==> src/rtl/insn_fetch.sv <==
// Instruction fetch unit: owns the PC, issues one word read at a time on a req/ack
// port and hands each fetched word to the decoder over a valid/ready handshake.
module insn_fetch #(
  parameter int unsigned       ADDR_W   = 32,
  parameter logic [ADDR_W-1:0] RESET_PC = '0
) (
  input  logic              i_clk,
  input  logic              i_rst_n,
  // memory read port
  output logic              o_mem_req,
  output logic [ADDR_W-1:0] o_mem_addr,
  input  logic              i_mem_ack,
  input  logic [31:0]       i_mem_rdata,
  input  logic              i_mem_err,
  // decoder side
  output logic [31:0]       o_insn,
  output logic [ADDR_W-1:0] o_insn_pc,
  output logic              o_insn_valid,
  input  logic              i_insn_ready,
  // control
  input  logic              i_redirect,
  input  logic [ADDR_W-1:0] i_redirect_pc,
  input  logic              i_halt,
  output logic              o_halted,
  output logic              o_fault,
  // debug view of the FSM
  output logic [2:0]        o_dbg_state
);

  // Handshakes: a word moves to the decoder on an edge where o_insn_valid and
  // i_insn_ready are both 1; o_insn/o_insn_pc never change while valid is held.
  // A read completes on an edge where o_mem_req and i_mem_ack are both 1;
  // o_mem_req/o_mem_addr never change until that edge.
  typedef enum logic [2:0] {
    S_FETCH = 3'd0,
    S_HOLD  = 3'd1,
    S_DRAIN = 3'd2,
    S_HALT  = 3'd3,
    S_FAULT = 3'd4
  } state_e;

  localparam logic [ADDR_W-1:0] RESET_PC_ALIGNED = {RESET_PC[ADDR_W-1:2], 2'b00};
  localparam logic [ADDR_W-1:0] PC_STEP          = ADDR_W'(4);

  state_e            state_q, state_d;
  logic [ADDR_W-1:0] pc_q, pc_d;
  logic [ADDR_W-1:0] addr_q, addr_d;
  logic              req_q, req_d;
  logic [31:0]       insn_q, insn_d;
  logic [ADDR_W-1:0] insn_pc_q, insn_pc_d;
  logic              valid_q, valid_d;
  logic              halted_q, halted_d;
  logic              fault_q, fault_d;
  logic              halt_pend_q, halt_pend_d;

  logic              take_halt;
  logic              take_redirect;
  logic              req_pending;
  logic [ADDR_W-1:0] redirect_pc_aligned;
  logic              unused_redirect_lsb;

  assign redirect_pc_aligned = {i_redirect_pc[ADDR_W-1:2], 2'b00};
  assign unused_redirect_lsb = ^i_redirect_pc[1:0];

  // Halt is only honoured while actively fetching; it beats a same-cycle redirect.
  assign take_halt     = i_halt && ((state_q == S_FETCH) || (state_q == S_HOLD));
  assign take_redirect = i_redirect && !take_halt;
  assign req_pending   = req_q && !i_mem_ack;

  always_comb begin
    state_d     = state_q;
    pc_d        = pc_q;
    addr_d      = addr_q;
    req_d       = req_q;
    insn_d      = insn_q;
    insn_pc_d   = insn_pc_q;
    valid_d     = valid_q;
    halted_d    = halted_q;
    fault_d     = fault_q;
    halt_pend_d = halt_pend_q;

    if (take_halt) begin
      valid_d  = 1'b0;
      halted_d = 1'b0;
      if (req_pending) begin
        state_d     = S_DRAIN;
        halt_pend_d = 1'b1;
      end else begin
        req_d    = 1'b0;
        halted_d = 1'b1;
        state_d  = S_HALT;
      end
    end else if (take_redirect) begin
      pc_d        = redirect_pc_aligned;
      valid_d     = 1'b0;
      fault_d     = 1'b0;
      halt_pend_d = 1'b0;
      halted_d    = 1'b0;
      if (req_pending) begin
        state_d = S_DRAIN;
      end else begin
        req_d   = 1'b0;
        state_d = S_FETCH;
      end
    end else begin
      case (state_q)
        S_FETCH: begin
          if (!req_q) begin
            req_d  = 1'b1;
            addr_d = pc_q;
          end else if (i_mem_ack) begin
            req_d = 1'b0;
            if (i_mem_err) begin
              fault_d = 1'b1;
              state_d = S_FAULT;
            end else begin
              insn_d    = i_mem_rdata;
              insn_pc_d = addr_q;
              valid_d   = 1'b1;
              state_d   = S_HOLD;
            end
          end
        end
        S_HOLD: begin
          if (i_insn_ready) begin
            valid_d = 1'b0;
            pc_d    = pc_q + PC_STEP;
            state_d = S_FETCH;
          end
        end
        S_DRAIN: begin
          // The stale read's data and error status are thrown away.
          if (i_mem_ack) begin
            req_d = 1'b0;
            if (halt_pend_q) begin
              halt_pend_d = 1'b0;
              halted_d    = 1'b1;
              state_d     = S_HALT;
            end else begin
              state_d = S_FETCH;
            end
          end
        end
        S_HALT, S_FAULT: begin
          req_d   = 1'b0;
          valid_d = 1'b0;
        end
        default: begin
          req_d   = 1'b0;
          valid_d = 1'b0;
          state_d = S_FETCH;
        end
      endcase
    end
  end

  always_ff @(posedge i_clk or negedge i_rst_n) begin
    if (!i_rst_n) begin
      state_q     <= S_FETCH;
      pc_q        <= RESET_PC_ALIGNED;
      addr_q      <= RESET_PC_ALIGNED;
      req_q       <= 1'b0;
      insn_q      <= '0;
      insn_pc_q   <= '0;
      valid_q     <= 1'b0;
      halted_q    <= 1'b0;
      fault_q     <= 1'b0;
      halt_pend_q <= 1'b0;
    end else begin
      state_q     <= state_d;
      pc_q        <= pc_d;
      addr_q      <= addr_d;
      req_q       <= req_d;
      insn_q      <= insn_d;
      insn_pc_q   <= insn_pc_d;
      valid_q     <= valid_d;
      halted_q    <= halted_d;
      fault_q     <= fault_d;
      halt_pend_q <= halt_pend_d;
    end
  end

  assign o_mem_req    = req_q;
  assign o_mem_addr   = addr_q;
  assign o_insn       = insn_q;
  assign o_insn_pc    = insn_pc_q;
  assign o_insn_valid = valid_q;
  assign o_halted     = halted_q;
  assign o_fault      = fault_q;
  assign o_dbg_state  = state_q;

endmodule

==> config.mk <==
export PLATFORM = sky130hd
export DESIGN_NAME = insn_fetch
export DESIGN_NICKNAME = d
export VERILOG_FILES = /design/src/rtl/insn_fetch.sv
export SDC_FILE = /design/constraint.sdc
export NUM_CORES = 1
export LEC_CHECK = 0
export CAP_MARGIN = 10
export CORE_MARGIN = 8
export CORE_UTILIZATION = 63
export DETAILED_ROUTE_END_ITERATION = 8
export DONT_BUFFER_PORTS = 1
export HOLD_SLACK_MARGIN = 0.12
export MAX_ROUTING_LAYER = met4
export PLACE_DENSITY = 0.79
export SYNTH_ARGS = -nofsm -noshare
export SYNTH_HDL_FRONTEND = slang
export SYNTH_SLANG_ARGS = --single-unit
==> constraint.sdc <==
create_clock -name i_clk -period 2.4 [get_ports i_clk]
set_input_delay 0.48 -clock i_clk [delete_from_list [all_inputs] [get_ports i_clk]]
set_output_delay 0.48 -clock i_clk [all_outputs]
set_load 0.03 [all_outputs]
==> run summary <==
Outcome -> complete, but fails checks
Failing checks -> negative hold slack
Area grow syn2layout -> 21.3%
Main synth FF type -> dfrtp_1
Drt wl/cell -> 22.3 um
I/O pin total -> 174
Simple-gate share of the synthesized area -> 13.6%
Root buf cell -> clkbuf_8
Slowest stage cell, crit path -> nor4_1
Worst Setup End Kind -> register
Total CTS buffers -> 17
Critical path fanouts, max -> 7
Cell variety after synth -> 63
Num Clock Sinks -> 130
Int Pwr -> 5.78 mW
Die height -> 113 um
Yosys warns -> 0
Combinational power share -> 17.7%
Port buffer count -> 0
Commonest non-fill, non-tap cell in the layout -> dfrtp_1
DRC Markers -> 0
Vias per Instance -> 6.28
Largest family of logic cells by synthesized area -> multiplexers
Max Root-Sink Buffers -> 2
Worst-skew pair later-pin latency -> 510 ps
Setup TNS -> 0 ps
Die Area -> 12700 um2
Leakage power -> 3.21 nW
First-pass GRT wire length -> 24600 um
Most frequent cells in the layout -> dfrtp_1, mux2_2, dlygate4sd3_1
Worst path cell trace -> nand4_4 > nor4_1 > nand3_1 > and3_1 > a211o_1
Clock Power Share -> 27.6%
Synth Area in XOR/XNOR -> 1.34%
Initial antenna violation count -> 1
Post-DP HPWL -> 9770 um
Via count -> 4192
Slew HR -> 43.8%
Synth Area in Compound Gates -> 7.77%
Detailed Routing Iterations Pass 1 -> 5
Ys async rst share -> 100%
Slew Viols, Final -> 0
Hold Vio Cnt, Final -> 130
Sw Ratio -> 41.7%
Grt total ovfl -> 0
Setup violators final -> 0
GRT Total Usage -> 24.9%
Post-synthesis mux area share -> 18.5%
Gate Count Post-Synth -> 485
Core area -> 9150 um2
Post-DRT Antenna Nets -> 0
Total Wirelength -> 14900 um
Vias in the first global route -> 4390
Max-cap violation count -> 0
Final Skew -> 6.34 ps
Power Density -> 1390 nW/um2
DRT iter0 DRCs -> 356
Post-Syn Area -> 5890 um2
Hold Worst Slack -> -344 ps
Maximum vdd ir drop -> 0.713 mV
Mean Syn Cell Area -> 12.2 um2
Hold_buf cts -> 49
Psw -> 4.14 mW
Synth top area cells -> dfrtp_1, mux2_2, nand2_1, o21ai_0, nor2_1
Fin crit period -> 2090 ps
RSZ-0062 raised after global routing -> false
Share of cells above drive strength 1 -> 28.1%
Largest net degree at the start of global routing -> 131
Hold Crit Class -> in -> async
Post-Synth Adder-Cell Area -> 0.212%
Slew @ Worst Pin -> 834 ps
Part of the cycle the worst path needs -> 87.2%
Initial core utilization -> 64.4%
Flops & latches, synth -> 130
Top-area cell type share of the netlist area -> 55.2%
Row cnt -> 35
CP Data Arrival Time -> 2490 ps
Seq pwr share -> 54.7%
Worst setup SP type -> register
FMAX -> 478 MHz
Clock-pin transition on the worst setup and hold timing paths -> 60 ps
Area leader, netlist -> dfrtp_1
WP data required -> 2800 ps
Critical Path Max Stage Delay -> 600 ps
Routability cong. -> 0.853
Kind of critical path -> reg -> reg
Post-synth EDFFs -> 0
Final #Nets -> 614
Die width -> 113 um
Post-synthesis sequential area ratio -> 55.2%
H-tree lvl count -> 4
CTS tree -> done
kinds of logic (layout without fill, tap and decap cells):
logic type / Yosys count / count (layout)
and+or+nand+nor: 139 / 139
buffers and inverters: 37 / 104
adders and majority gates: 1 / 1
xor gates and xnor gates: 9 / 9
other: 1 / 5
DFF: 130 / 130
muxes: 97 / 97
AOI/OAI and AO/OA: 71 / 71
metal layers:
layer,vias up,track usage (%),part of all wire [%]
met4,0,7.73,1.3
met5,-,-,0
met1,2109,28.9,39
li1,1874,-,-
met2,187,39.9,50
met3,22,9.05,9.9
cells in the mapped netlist (all sizes together), types with 2 or more instances:
master  count
nor2b       2
nor4        9
or4         3
clkbuf      8
a211o       2
a311oi      3
nand3      12
inv         9
mux2i       3
a211oi      3
a31oi      10
buf        20
xnor2       6
nand2      38
nand2b      2
or3         2
a21oi      13
and4        3
and4bb      2
and3        7
nor2       24
and2        2
a22oi       4
or2         2
o22ai       5
dfrtp     130
o21ai      19
mux2       94
nand4      11
nand4b      2
nor3       14
xor2        3
o211ai      3
flip-flops by register name, summed over array words and instances, names as in the netlist:
signal	cells
halt_pend_q	1
o_dbg_state	3
o_fault	1
o_halted	1
o_insn	32
o_insn_pc	30
o_insn_valid	1
o_mem_addr	30
o_mem_req	1
pc_q	30
repair_timing:
action,CTS,global route
gates resized for setup,0,0
endpoints found under the hold margin,179,130
buffers inserted,0,0
final cells by class:
class | count | area, um2
clock inverters | 14 | 200
clock buffers | 18 | 428
inverters | 9 | 33.8
diodes | 1 | 2.50
fillers | 539 | 2000
repair buffers | 63 | 633
well taps | 111 | 139
flip-flops and latches | 130 | 3250
multi-input cells | 321 | 2460
final timing paths:
check | from | endpoint | slack, ps | cells after the start
worst max-delay path | pc_q[7] | pc_q[20] | 310 | 5
worst min-delay path | i_rst_n | o_insn[23] | -340 | 0
worst max register to register | pc_q[7] | pc_q[20] | 310 | 5
worst min register to register | halt_pend_q | halt_pend_q | 500 | 2
max in group asynchronous | i_rst_n | o_insn_pc[8] | 2600 | 0
min in group i_clk | i_redirect_pc[3] | pc_q[3] | 130 | 2
metrics by stage:
| step | instances | setup slack (ps) | instance area, um2 | util [%] | power (mW) |
|---|---|---|---|---|---|
| 2_1_floorplan | 488 | 341 | 5910 | - | 6.54 |
| 3_3_place_gp | 585 | 394 | 6030 | 65.9 | 6.97 |
| 3_5_place_dp | 585 | 359 | 6030 | 65.9 | 7.11 |
| 4_1_cts | 666 | 313 | 7150 | 78.1 | 9.93 |
| 5_1_grt | 667 | 123 | 7150 | 78.1 | 10.4 |
| 6_report | 667 | 307 | 7150 | 78.1 | 9.91 |
worst max-delay path: cells and delay by family (launching register included):
| family | cells | cell delay (ps) |
|---|---|---|
| AO/OA/AOI/OAI | 1 | 270 |
| flip-flops | 1 | 490 |
| AND/OR/NAND/NOR | 4 | 1220 |
power by group through the flow:
stage / sequential [mW] / combinational, mW / clock (mW)
final: 5.42 / 1.76 / 2.73
after global routing: 5.58 / 1.92 / 2.87
after CTS: 5.42 / 1.74 / 2.76
after detailed placement: 5.46 / 1.65 / 0
after global placement: 5.40 / 1.56 / 0
after floorplan: 5.14 / 1.39 / 0
Power figures use the tool's default switching activity.
